## src/rtl/fsm_observer_if.sv

```systemverilog
// -----------------------------------------------------------------------------
// fsm_observer_if
// Receive link that carries one transmitter step per clock to the observer.
//   vld : this cycle carries a valid (m, n) step
//   m   : transmitter output m
//   n   : transmitter output n
// The master side drives the link (link receiver / testbench). The slave side
// is the observer.
// -----------------------------------------------------------------------------
interface fsm_observer_if;
    logic vld;
    logic m;
    logic n;

    modport master (
        output vld,
        output m,
        output n
    );

    modport slave (
        input vld,
        input m,
        input n
    );
endinterface

```

## src/rtl/fsm_observer.sv

```systemverilog
// -----------------------------------------------------------------------------
// fsm_observer
// Receive-side observer for the 5-state Mealy transmitter that maps (a, b) to
// (m, n). It keeps the set of transmitter states consistent with every (m, n)
// step seen since reset. Where the step identifies a and/or b it recovers them,
// and it flags any step the transmitter could not have produced.
//
// Ports
//   clk      : clock, rising edge
//   rst_b    : asynchronous active-low reset
//   link     : slave side of fsm_observer_if (vld, m, n)
//   cand     : candidate state set, bit i = transmitter may be in Si
//   lock     : exactly one candidate remains (decoded from cand register)
//   a_known  : a_dec is valid for the last accepted step
//   a_dec    : recovered a (0 when not known)
//   b_known  : b_dec is valid for the last accepted step
//   b_dec    : recovered b (0 when not known)
//   err      : one-cycle pulse, last accepted step impossible from every state
//   err_cnt  : saturating count of err pulses
// -----------------------------------------------------------------------------
module fsm_observer (
    input  logic                 clk,
    input  logic                 rst_b,
    fsm_observer_if.slave        link,
    output logic [4:0]           cand,
    output logic                 lock,
    output logic                 a_known,
    output logic                 a_dec,
    output logic                 b_known,
    output logic                 b_dec,
    output logic                 err,
    output logic [3:0]           err_cnt
);

    // Summary of every transition one state allows for one observed (m, n):
    // the union of targets and, for a and b separately, which values occur
    // (0, 1) and whether any transition leaves the bit undetermined.
    typedef struct packed {
        logic [4:0] tgt;
        logic       a0;
        logic       a1;
        logic       au;
        logic       b0;
        logic       b1;
        logic       bu;
    } step_t;

    localparam logic [4:0] RESET_CAND = 5'b00001;
    localparam logic [4:0] ALL_CAND   = 5'b11111;
    localparam logic [3:0] CNT_MAX    = 4'd15;

    // Transition table of the transmitter, read backwards: given the state the
    // transmitter was in and the (m, n) it emitted, which states can follow and
    // what (a, b) must have been applied. An all-zero tgt means impossible.
    function automatic step_t state_step(input logic [2:0] idx,
                                         input logic [1:0] mn);
        step_t s;
        s = '0;
        case (idx)
            3'd0: begin
                case (mn)
                    2'b00: begin s.tgt = 5'b00001; s.a0 = 1'b1; s.bu = 1'b1; end
                    2'b10: begin s.tgt = 5'b10000; s.a1 = 1'b1; s.b1 = 1'b1; end
                    2'b01: begin s.tgt = 5'b00010; s.a1 = 1'b1; s.b0 = 1'b1; end
                    default: s = '0;
                endcase
            end
            3'd1: begin
                case (mn)
                    2'b11:   begin s.tgt = 5'b00100; s.au = 1'b1; s.bu = 1'b1; end
                    default: s = '0;
                endcase
            end
            3'd2: begin
                case (mn)
                    2'b01: begin s.tgt = 5'b10000; s.a0 = 1'b1; s.bu = 1'b1; end
                    2'b10: begin s.tgt = 5'b01000; s.a1 = 1'b1; s.bu = 1'b1; end
                    default: s = '0;
                endcase
            end
            3'd3: begin
                // S3 is nondeterministic as seen from (m, n): both branches
                // agree on a but disagree on b, so b can never be recovered.
                case (mn)
                    2'b00: begin
                        s.tgt = 5'b11000; s.a1 = 1'b1; s.b0 = 1'b1; s.b1 = 1'b1;
                    end
                    2'b11: begin
                        s.tgt = 5'b01001; s.a0 = 1'b1; s.b0 = 1'b1; s.b1 = 1'b1;
                    end
                    default: s = '0;
                endcase
            end
            3'd4: begin
                case (mn)
                    2'b01: begin s.tgt = 5'b10000; s.au = 1'b1; s.b0 = 1'b1; end
                    2'b11: begin s.tgt = 5'b00010; s.au = 1'b1; s.b1 = 1'b1; end
                    default: s = '0;
                endcase
            end
            default: s = '0;
        endcase
        return s;
    endfunction

    // Population-count-equals-one test for the candidate set.
    function automatic logic one_hot5(input logic [4:0] v);
        logic [2:0] cnt;
        cnt = 3'd0;
        for (int i = 0; i < 5; i++) begin
            cnt = cnt + {2'b00, v[i]};
        end
        return (cnt == 3'd1);
    endfunction

    // A bit is recoverable only if some transition fired, none left it open,
    // and the transitions do not disagree on its value.
    function automatic logic bit_known(input logic v0, input logic v1,
                                       input logic vu);
        return (v0 | v1) & ~vu & ~(v0 & v1);
    endfunction

    logic [4:0] cand_r;
    logic       a_known_r;
    logic       a_dec_r;
    logic       b_known_r;
    logic       b_dec_r;
    logic       err_r;
    logic [3:0] err_cnt_r;

    step_t      step_s;
    logic [1:0] mn_s;
    logic [4:0] nxt_cand_s;
    logic       a0_s;
    logic       a1_s;
    logic       au_s;
    logic       b0_s;
    logic       b1_s;
    logic       bu_s;
    logic       impossible_s;
    logic       a_known_s;
    logic       b_known_s;
    logic [3:0] nxt_cnt_s;

    assign mn_s = {link.m, link.n};

    // Merge the transitions of every current candidate into the next set and
    // the combined a/b evidence.
    always_comb begin
        step_s     = '0;
        nxt_cand_s = 5'b00000;
        a0_s       = 1'b0;
        a1_s       = 1'b0;
        au_s       = 1'b0;
        b0_s       = 1'b0;
        b1_s       = 1'b0;
        bu_s       = 1'b0;
        for (int i = 0; i < 5; i++) begin
            step_s = state_step(3'(i), mn_s);
            if (cand_r[i]) begin
                nxt_cand_s = nxt_cand_s | step_s.tgt;
                a0_s       = a0_s | step_s.a0;
                a1_s       = a1_s | step_s.a1;
                au_s       = au_s | step_s.au;
                b0_s       = b0_s | step_s.b0;
                b1_s       = b1_s | step_s.b1;
                bu_s       = bu_s | step_s.bu;
            end else begin
                nxt_cand_s = nxt_cand_s;
            end
        end
    end

    // Derive the decode results and the saturated error count.
    always_comb begin
        impossible_s = (nxt_cand_s == 5'b00000);
        a_known_s    = bit_known(a0_s, a1_s, au_s);
        b_known_s    = bit_known(b0_s, b1_s, bu_s);
        if (err_cnt_r == CNT_MAX) begin
            nxt_cnt_s = CNT_MAX;
        end else begin
            nxt_cnt_s = err_cnt_r + 4'd1;
        end
    end

    // Observer state and registered outputs.
    always_ff @(posedge clk or negedge rst_b) begin
        if (!rst_b) begin
            cand_r    <= RESET_CAND;
            a_known_r <= 1'b0;
            a_dec_r   <= 1'b0;
            b_known_r <= 1'b0;
            b_dec_r   <= 1'b0;
            err_r     <= 1'b0;
            err_cnt_r <= 4'd0;
        end else if (link.vld) begin
            if (impossible_s) begin
                // Lost track of the transmitter: resync by allowing any state.
                cand_r    <= ALL_CAND;
                a_known_r <= 1'b0;
                a_dec_r   <= 1'b0;
                b_known_r <= 1'b0;
                b_dec_r   <= 1'b0;
                err_r     <= 1'b1;
                err_cnt_r <= nxt_cnt_s;
            end else begin
                cand_r    <= nxt_cand_s;
                a_known_r <= a_known_s;
                a_dec_r   <= a_known_s & a1_s;
                b_known_r <= b_known_s;
                b_dec_r   <= b_known_s & b1_s;
                err_r     <= 1'b0;
                err_cnt_r <= err_cnt_r;
            end
        end else begin
            cand_r    <= cand_r;
            a_known_r <= 1'b0;
            a_dec_r   <= 1'b0;
            b_known_r <= 1'b0;
            b_dec_r   <= 1'b0;
            err_r     <= 1'b0;
            err_cnt_r <= err_cnt_r;
        end
    end

    assign cand    = cand_r;
    assign lock    = one_hot5(cand_r);
    assign a_known = a_known_r;
    assign a_dec   = a_dec_r;
    assign b_known = b_known_r;
    assign b_dec   = b_dec_r;
    assign err     = err_r;
    assign err_cnt = err_cnt_r;

endmodule

```

## src/flat_wrapper.sv

```systemverilog
// flat-port wrapper written by rule: the top's interface ports become plain ports
module fsm_observer_flat 
  (clk, rst_b, cand, lock, a_known, a_dec, b_known, b_dec, err, err_cnt, link_vld, link_m, link_n);
  fsm_observer_if link_i ();
  input  logic clk;
  input  logic rst_b;
  output logic [4:0] cand;
  output logic lock;
  output logic a_known;
  output logic a_dec;
  output logic b_known;
  output logic b_dec;
  output logic err;
  output logic [3:0] err_cnt;
  input wire logic [$bits(link_i.vld)-1:0] link_vld;
  input wire logic [$bits(link_i.m)-1:0] link_m;
  input wire logic [$bits(link_i.n)-1:0] link_n;
  assign link_i.vld = link_vld;
  assign link_i.m = link_m;
  assign link_i.n = link_n;
  fsm_observer u_core (.clk(clk), .rst_b(rst_b), .link(link_i), .cand(cand), .lock(lock), .a_known(a_known), .a_dec(a_dec), .b_known(b_known), .b_dec(b_dec), .err(err), .err_cnt(err_cnt));
endmodule
```

## config.mk

```make
export PLATFORM = sky130hd
export DESIGN_NAME = fsm_observer_flat
export DESIGN_NICKNAME = d
export VERILOG_FILES = /design/src/rtl/fsm_observer_if.sv /design/src/rtl/fsm_observer.sv /design/src/flat_wrapper.sv
export SDC_FILE = /design/constraint.sdc
export NUM_CORES = 1
export LEC_CHECK = 0
export ABC_AREA = 1
export BUFFER_PORTS_ARGS = -buffer_cell sky130_fd_sc_hd__buf_4
export CAP_MARGIN = 5
export CORE_ASPECT_RATIO = 0.8
export CORE_MARGIN = 4
export CORE_UTILIZATION = 35
export CTS_BUF_LIST = sky130_fd_sc_hd__clkbuf_4 sky130_fd_sc_hd__clkbuf_8
export DETAILED_ROUTE_END_ITERATION = 8
export GPL_TIMING_DRIVEN = 0
export MAX_ROUTING_LAYER = met4
export SLEW_MARGIN = 20
export SYNTH_ARGS = -nofsm -noshare
export SYNTH_HDL_FRONTEND = slang
export SYNTH_SLANG_ARGS = --single-unit
```

## constraint.sdc

```tcl
create_clock -name clk -period 3.1 [get_ports clk]
set_input_delay 0.62 -clock clk [delete_from_list [all_inputs] [get_ports clk]]
set_output_delay 0.62 -clock clk [all_outputs]
set_load 0.005 [all_outputs]
```

==> results.json, run 1 <==
{
  "area_growth_pct": 24.79,
  "drtPass1Iterations": 4,
  "ctsHoldBuffers": 0,
  "synth_top_area_share": 0.3099,
  "period_needed_ns": 3.058,
  "ir_drop_mv": 0.2643,
  "grt_pass1_wl_mm": 3.933,
  "r2r-end": "u_core.a_dec$_DFF_PN0_",
  "drt-wirelength-per-cell_um": 11.02,
  "io-pin-count": 20,
  "min_period_over_period": 0.9864,
  "p_per_area_nw_per_um2": 639.9,
  "min_path_type": "input port to async pin",
  "drv_cap": 0,
  "critPathCaptureType": "primary output",
  "slew_viol_final": 0,
  "drc": 0,
  "synth_cell_types": 23,
  "cp_slowest_cell": "dfstp_2",
  "grtUsageTotal": 0.1277,
  "antenna_found_initial": 0,
  "grt_setup_unrepaired": "yes",
  "vias_per_cell": 4.722,
  "critPathMaxFanout": 2,
  "start_util": 0.3739,
  "ys_top_cells_by_area": "dfrtp_1, nand2_1, ha_1",
  "r2r_slack_ns": 1.65,
  "syn-num-nets": 152,
  "cts_max_path_buffers": 2,
  "cpPeakStageDelay_ns": 0.55,
  "critPathKind": "flip-flop to primary output",
  "synth.most_common_cell": "nand2_1",
  "crit_top_cell": "inv_1",
  "drtIter0Drc": 43,
  "fin_skew_ns": 0.001354,
  "dp.final_hpwl_mm": 1.777,
  "synth_cells": 135,
  "core.rowCount": 17,
  "async_flop_share": 1.000,
  "numCtsBuffers": 3,
  "arrival_ns": 2.44,
  "hold_viol": 0,
  "ys_top_cells_by_count": "nand2_1, inv_1, dfrtp_1, nand3_1, nor2_1",
  "status": "finished, final reports clean",
  "fp.coreArea_sq_um": 2808,
  "dieWidth_um": 69.23,
  "synth_flop_cell": "dfrtp_1",
  "die_h_um": 56.99,
  "syn_avg_cell_area_sq_um": 7.776,
  "rr_worst_depth": 8,
  "fin_tns_setup_ns": 0,
  "layout-drive-gt1-share": 0.2813,
  "worstMarginPinSlew_ns": 0.3220,
  "io_buffers": 19,
  "num_vias": 935,
  "max_freq_ghz": 0.3270,
  "antenna_cells": 0,
  "holdWs_ns": 0.2157,
  "htreeDepth": 1,
  "clockRootBuffer": "clkbuf_8",
  "reg2reg_from": "u_core.cand[0]$_DFFE_PN1P_",
  "clk_latency_ns": 0.24,
  "critPathLaunchType": "flip-flop",
  "synth_top_area_cell": "dfrtp_1",
  "gp_congestion": 0.8715,
  "cts_sinks": 14,
  "synth_area_sq_um": 1050,
  "ys_seq_area_frac": 0.3349,
  "clk_pin_slew_ns": 0.05,
  "dieArea_sq_um": 3945,
  "grt_pass1_vias": 856,
  "setup_viol": 0,
  "antenna_left": 0,
  "finalWirelength_mm": 2.181,
  "fin_nets": 178,
  "crit_required_ns": 2.48,
  "cts_resized": 0,
  "synth_warnings": 0,
  "path_cells": "ha_1 -> inv_1 -> fa_1 -> inv_1 -> ha_1 -> inv_1 -> fa_1 -> and3_1 -> buf_4",
  "synth_edf_count": 0,
  "power.leakage_nw": 0.7464,
  "grt_max_degree": 15,
  "cts_tree": "done",
  "grt_overflow": 0,
  "ys_ff_latch": 14,
  "slew_headroom": 0.7853
}
==> worst max-delay path by stage <==
stage	from	end	slack, ns	depth (start not counted)
floorplan	u_core.cand[0]$_DFFE_PN1P_	lock	0.38	8
global placement	u_core.cand[0]$_DFFE_PN1P_	lock	0.24	9
detailed placement	u_core.cand[0]$_DFFE_PN1P_	lock	0.21	9
CTS	u_core.cand[0]$_DFFE_PN1P_	lock	0.02	9
global route	u_core.cand[0]$_DFFE_PN1P_	lock	-0.10	9
finish	u_core.cand[0]$_DFFE_PN1P_	lock	0.04	9
==> report_power, final <==
group	internal, mW	leakage [nW]	total [mW]	switching [mW]
sequential	0.228	0.176	0.288	0.0598
combinational	0.183	0.542	0.381	0.198
clock	0.112	0.0288	0.170	0.0574
==> registers in the layout, summed over array words and instances (netlist names) <==
register,count
u_core.a_dec,1
u_core.a_known,1
u_core.b_dec,1
u_core.b_known,1
u_core.cand,5
u_core.err,1
u_core.err_cnt,4
==> placed cells by master (no fill, tap or decap), types with 4 or more instances in the layout <==
cell type / count
nand3_1: 13
inv_1: 17
a21oi_1: 4
nand2_1: 36
buf_4: 21
nand2_2: 5
ha_1: 10
nor2_1: 12
clkbuf_8: 4
dfrtp_1: 13
==> cell type report <==
type | count | area (sq um)
fillers | 283 | 1498
multi-input cells | 101 | 620.6
well taps | 38 | 47.55
inverters | 20 | 77.57
clock buffers | 4 | 55.05
repair buffers | 21 | 157.7
flip-flops and latches | 14 | 351.6
==> cell families (layout without fill, tap and decap cells) <==
kind of cell    count (synthesis)  in the layout  synth area share
simple gates                   81             81            0.3909
buf+inv                        20             45           0.07390
flops                          14             14            0.3349
fa+ha+maj                      12             12            0.1573
compound gates                  8              8           0.04291
==> metal layers <==
metal  track usage  routed length [um]
met5             -                   0
met4       0.02507                  27
met1        0.1650                1080
met2        0.1970                 946
met3       0.04225                 125
==> per-stage QoR <==
step                utilization  power (mW)  instance area (sq um)  worst slack (ns)  std cells
floorplan                     -      0.5144                   1050            0.3848        135
global placement         0.4416      0.6541                   1240            0.2413        192
detailed placement       0.4416      0.6675                   1240            0.2097        192
CTS                      0.4639      0.8495                   1303           0.02390        197
global route             0.4666      0.9363                   1310           -0.1013        198
finish                   0.4666      0.8383                   1310           0.04228        198
==> worst max-delay path, delay by kind of cell (launching register included) <==
family                   cells  cell delay, ns
adder cells (fa/ha/maj)      4            1.17
flip-flops                   1            0.55
buffers and inverters        4            0.32
AND/OR/NAND/NOR              1            0.17
==> timing repair <==
| item | 4_1_cts | 5_1_grt |
|---|---|---|
| endpoints found under the setup margin | 1 | 1 |
| gates cloned | 0 | 0 |
| setup buffers | 1 | 1 |
Power figures use the tool's default switching activity.
==> run 2, diff against run 1 <==
--- a/config.mk
+++ b/config.mk
@@ -6,16 +6,16 @@
 export NUM_CORES = 1
 export LEC_CHECK = 0
 export ABC_AREA = 1
-export BUFFER_PORTS_ARGS = -buffer_cell sky130_fd_sc_hd__buf_4
 export CAP_MARGIN = 5
 export CORE_ASPECT_RATIO = 0.8
-export CORE_MARGIN = 4
+export CORE_MARGIN = 10
 export CORE_UTILIZATION = 35
 export CTS_BUF_LIST = sky130_fd_sc_hd__clkbuf_4 sky130_fd_sc_hd__clkbuf_8
 export DETAILED_ROUTE_END_ITERATION = 8
+export DONT_BUFFER_PORTS = 1
 export GPL_TIMING_DRIVEN = 0
 export MAX_ROUTING_LAYER = met4
-export SLEW_MARGIN = 20
+export SLEW_MARGIN = 10
 export SYNTH_ARGS = -nofsm -noshare
 export SYNTH_HDL_FRONTEND = slang
 export SYNTH_SLANG_ARGS = --single-unit
==> run 2 against run 1 <==
Net effect: global-route usage down 4.5 points; sequential share of layout area up 3.2 points; critical path depth down 1; final area down 11%; first-iteration DRC count down 4.7%; clock skew about the same; clock-buffer cell count unchanged; sequential power up 6%; worst setup slack worse by 0.021 ns; wire length up 1.3%; largest cell class unchanged; highest routed layer unchanged.
==> results.json, run 2 (synthesis gave the netlist of run 1 again) <==
{
  "status": "finished, final reports clean",
  "cts_sinks": 14,
  "grt_pass1_wl_mm": 3.512,
  "clockRootBuffer": "clkbuf_8",
  "multi_input_area_sq_um": 638.1,
  "layout_commonest_cell": "nand2_1",
  "largest_register_ffs": 5,
  "ir_drop_mv": 0.2667,
  "grt_pass1_vias": 736,
  "drc": 0,
  "core.rowCount": 17,
  "cp.depth": 8,
  "fin_nets": 157,
  "fp.coreArea_sq_um": 2808,
  "min_path_type": "input port to async pin",
  "hold_viol": 0,
  "grt_overflow": 0,
  "reg2reg_from": "u_core.cand[0]$_DFFE_PN1P_",
  "crit_required_ns": 2.48,
  "antenna_found_initial": 0,
  "cts_max_path_buffers": 2,
  "min_period_over_period": 0.9932,
  "finalWirelength_mm": 2.210,
  "worstMarginPinSlew_ns": 0.3583,
  "period_needed_ns": 3.079,
  "critPathMaxFanout": 8,
  "layout_common_cells": "nand2_1, inv_1, nand3_1, dfrtp_1, nor2_1",
  "drv_cap": 0,
  "critPathLaunchType": "flip-flop",
  "cp_top_family": "adder cells",
  "antenna_left": 0,
  "regArea_sq_um": 351.6,
  "gp_congestion": 0.8497,
  "cts_tree": "done",
  "num_vias": 863,
  "n_fill_cell": 295,
  "instances_no_fill": 177,
  "r2r_slack_ns": 1.76,
  "grt_setup_unrepaired": "yes",
  "dp.final_hpwl_mm": 1.817,
  "max_freq_ghz": 0.3248,
  "slew_viol_final": 0,
  "dieWidth_um": 81.23,
  "cp_slowest_cell": "dfstp_2",
  "htreeDepth": 1,
  "grtUsageTotal": 0.08231,
  "slew_headroom": 0.7611,
  "setup_viol": 0,
  "dpl.cell_count": 173,
  "io_buffers": 0,
  "critPathLaunch": "u_core.cand[0]$_DFFE_PN1P_",
  "fin_tns_setup_ns": 0,
  "vias_per_cell": 4.876,
  "die_h_um": 68.99,
  "layout-drive-gt1-share": 0.1942,
  "drtPass1Iterations": 4,
  "p_per_area_nw_per_um2": 662.8,
  "drt-wirelength-per-cell_um": 12.49,
  "numCtsBuffers": 3,
  "cts_setup_buffers": 0,
  "grt_max_degree": 15,
  "antenna_cells": 0,
  "arrival_ns": 2.46,
  "area_growth_pct": 11.44,
  "start_util": 0.3739,
  "critPathKind": "flip-flop to primary output",
  "power.leakage_nw": 0.6392,
  "fin_skew_ns": 0.001398,
  "clk_latency_ns": 0.24,
  "ctsHoldBuffers": 0,
  "cpPeakStageDelay_ns": 0.64,
  "io-pin-count": 20,
  "path_cells": "ha_4 -> inv_2 -> fa_1 -> inv_1 -> ha_1 -> inv_1 -> fa_1 -> and3_4",
  "rr_worst_depth": 6,
  "final_area_sq_um": 1170,
  "critPathBufInv": 3,
  "placed_area_sq_um": 1097,
  "critPathCaptureType": "primary output",
  "dieArea_sq_um": 5604,
  "clk_pin_slew_ns": 0.06,
  "drtIter0Drc": 41,
  "r2r-end": "u_core.a_known$_DFF_PN0_",
  "power_mw": 0.7754,
  "endpoint": "lock"
}
-- run 2: cell count changes in the layout (fill, tap and decap cells not counted) --
cell,before,now
and3_1,1,0
buf_4,21,0
inv_1,17,16
and3_4,0,1
ha_1,10,9
inv_2,2,3
ha_4,0,1
-- run 2: worst min path at each step --
| stage | endpoint | slack [ns] | start |
|---|---|---|---|
| after CTS | u_core.cand[4]$_DFFE_PN0P_ | 0.06 | rst_b |
| after floorplan | u_core.a_dec$_DFF_PN0_ | 0.32 | rst_b |
| after detailed placement | u_core.b_dec$_DFF_PN0_ | 0.32 | rst_b |
| after global placement | u_core.b_known$_DFF_PN0_ | 0.32 | rst_b |
| final | u_core.cand[4]$_DFFE_PN0P_ | 0.07 | rst_b |
| after global routing | u_core.cand[2]$_DFFE_PN0P_ | 0.05 | rst_b |
-- run 2: layout make-up --
cell class                 count  share of cell area
multi-input combinational    101              0.5455
sequential                    14              0.3005
inverter                      20             0.06631
clock buffer                   4             0.04706
tap                           38             0.04064
-- run 2: power breakdown --
group	internal (mW)	total, mW	switching [mW]
Clock	0.112	0.174	0.0614
Combinational	0.129	0.295	0.167
Sequential	0.228	0.306	0.0781
-- run 2: repair_timing --
| item | in CTS | in global routing |
|---|---|---|
| setup endpoints to repair | 1 | 1 |
| gates resized for setup | 2 | 1 |
| pin swaps | 2 | 1 |
-- run 2: routing by layer --
layer,GRT usage,wire length [um]
met3,0.04005,190
met4,0.01293,11
met1,0.09333,973
met2,0.1319,1035
met5,-,0
-- run 2: per-stage QoR --
step	hold WS (ns)	setup WS, ns	utilization
final	0.06713	0.02098	0.4167
after floorplan	0.3244	0.3848	-
after detailed placement	0.3249	0.2628	0.3908
after global routing	0.05138	-0.04761	0.4167
after CTS	0.05740	0.002641	0.4167
after global placement	0.3249	0.2846	0.3908
==> run 3, diff against run 2 <==
--- a/config.mk
+++ b/config.mk
@@ -14,7 +14,6 @@
 export DETAILED_ROUTE_END_ITERATION = 8
 export DONT_BUFFER_PORTS = 1
 export GPL_TIMING_DRIVEN = 0
-export MAX_ROUTING_LAYER = met4
 export SLEW_MARGIN = 10
 export SYNTH_ARGS = -nofsm -noshare
 export SYNTH_HDL_FRONTEND = slang
==> run 3 against run 2 <==
Net effect: critical path depth stayed put; largest cell class unchanged; largest power group unchanged; combinational power is 2% higher; power is 0.12% higher; fmax is 0.16% lower.
==> results.json, run 3 (synthesis gave the netlist of run 1 again) <==
{
  "status": "finished, final reports clean",
  "clk_latency_ns": 0.24,
  "layout_commonest_cell": "nand2_1",
  "drt-wirelength-per-cell_um": 12.50,
  "switching_share": 0.3941,
  "ir_drop_mv": 0.2834,
  "min_path_type": "input port to async pin",
  "fin_skew_ns": 0.0007442,
  "cts_sinks": 14,
  "period_needed_ns": 3.084,
  "layout-drive-gt1-share": 0.1871,
  "dieArea_sq_um": 5604,
  "fin_nets": 157,
  "drv_cap": 0,
  "wl_met2_mm": 1.069,
  "wl_met1_um": 936,
  "num_vias": 851,
  "arrival_ns": 2.46,
  "vias_per_cell": 4.808,
  "critPathCaptureType": "primary output",
  "slew_viol_final": 0,
  "grt_pass1_vias": 804,
  "setup_viol": 0,
  "cp_top_family": "adder cells",
  "antenna_cells": 0,
  "htreeDepth": 1,
  "numCtsBuffers": 3,
  "highest_layer": "met4",
  "combPwrFrac": 0.387,
  "dp.final_hpwl_mm": 1.803,
  "p_per_area_nw_per_um2": 663.6,
  "grt_pass1_wl_mm": 3.712,
  "core.rowCount": 17,
  "critPathKind": "flip-flop to primary output",
  "critPathMaxFanout": 8,
  "seq_power_share": 0.393,
  "cts_tree": "done",
  "hold_viol": 0,
  "p_int_mw": 0.4704,
  "power.leakage_nw": 0.6403,
  "layout_common_cells": "nand2_1, inv_1, nand3_1, dfrtp_1, nor2_1",
  "grt_overflow": 0,
  "slew_headroom": 0.7751,
  "power_mw": 0.7763,
  "start_util": 0.3739,
  "reg2reg_from": "u_core.cand[0]$_DFFE_PN1P_",
  "die_h_um": 68.99,
  "crit_top_cell": "inv_1",
  "finalWirelength_mm": 2.212,
  "cp_slowest_cell": "dfstp_2",
  "p_sw_mw": 0.3059,
  "grt_max_degree": 15,
  "area_growth_pct": 11.44,
  "crit_required_ns": 2.48,
  "clockRootBuffer": "clkbuf_8",
  "cts_max_path_buffers": 2,
  "gp_congestion": 0.8494,
  "antenna_left": 0,
  "ctsHoldBuffers": 0,
  "dieWidth_um": 81.23,
  "dr_wl_met3_um": 201,
  "grt_setup_unrepaired": "yes",
  "min_period_over_period": 0.9948,
  "io_buffers": 0,
  "critPathLaunch": "u_core.cand[0]$_DFFE_PN1P_",
  "drc": 0,
  "critPathLaunchType": "flip-flop",
  "clock_power_share": 0.221,
  "largest_register_ffs": 5,
  "clk_pin_slew_ns": 0.05,
  "drtIter0Drc": 82,
  "critPathBufInv": 3,
  "holdWs_ns": 0.07116,
  "fp.coreArea_sq_um": 2808,
  "cts_setup_buffers": 0,
  "cpPeakStageDelay_ns": 0.63,
  "antenna_found_initial": 0,
  "io-pin-count": 20,
  "worstMarginPinSlew_ns": 0.3373,
  "max_freq_ghz": 0.3243,
  "path_cells": "ha_4 -> inv_1 -> fa_1 -> inv_1 -> ha_1 -> inv_1 -> fa_1 -> and3_4",
  "drtPass1Iterations": 4,
  "grtUsageTotal": 0.08387
}
[run 3: cell count changes in the layout (fill, tap and decap cells not counted)]
cell   before  now
inv_2       3    2
inv_1      16   17
[run 3: what timing repair did]
| action | CTS | global route |
|---|---|---|
| pin swaps | 2 | 0 |
| endpoints found under the setup margin | 1 | 1 |
| gates resized for setup | 2 | 0 |
[run 3: metrics by stage]
stage	setup TNS, ns	std cells	cell area, sq um	utilization	setup WS, ns
6_report	0	177	1170	0.4167	0.01597
4_1_cts	0	177	1170	0.4167	0.001763
2_1_floorplan	0	135	1050	-	0.3848
3_5_place_dp	0	173	1097	0.3908	0.2579
5_1_grt	-0.1059	177	1170	0.4167	-0.1059
3_3_place_gp	0	173	1097	0.3908	0.2851
[run 3: metal layers]
layer	vias up	global-route usage
met2	20	0.1419
met1	396	0.09763
met5	-	0
met3	2	0.04264
li1	433	-
met4	0	0.006466
[run 3: final timing paths]
check	endpoint	slack (ns)	cells after the start
max	lock	0.02	8
min	u_core.b_dec$_DFF_PN0_	0.07	0
max reg2reg	u_core.a_known$_DFF_PN0_	1.78	6
min reg2reg	u_core.err_cnt[1]$_DFFE_PN0P_	0.58	2
max in group asynchronous	u_core.cand[0]$_DFFE_PN1P_	2.86	0
min in group clk	u_core.cand[0]$_DFFE_PN1P_	0.50	2
[run 3: layout make-up]
cell class	instances	area (sq um)
Multi-Input combinational cell	101	638.1
Clock buffer	4	55.05
Tap cell	38	47.55
Sequential cell	14	351.6
Inverter	20	77.57
Fill cell	305	1638
[run 3: power groups by stage]
stage                     Combinational [mW]  Clock [mW]  Sequential, mW
after global routing                   0.351       0.186           0.314
after CTS                              0.298       0.179           0.308
after floorplan                        0.231           0           0.283
final                                  0.300       0.171           0.305
after detailed placement               0.278           0           0.308
after global placement                 0.265           0           0.307
[run 3: worst register-to-register path: stages, from the launching register on]
cell	delay (ns)
dfstp_2	0.63
nand2_1	0.14
nand2_2	0.12
nor2_4	0.05
nand3_2	0.13
inv_2	0.07
nor3_2	0.11
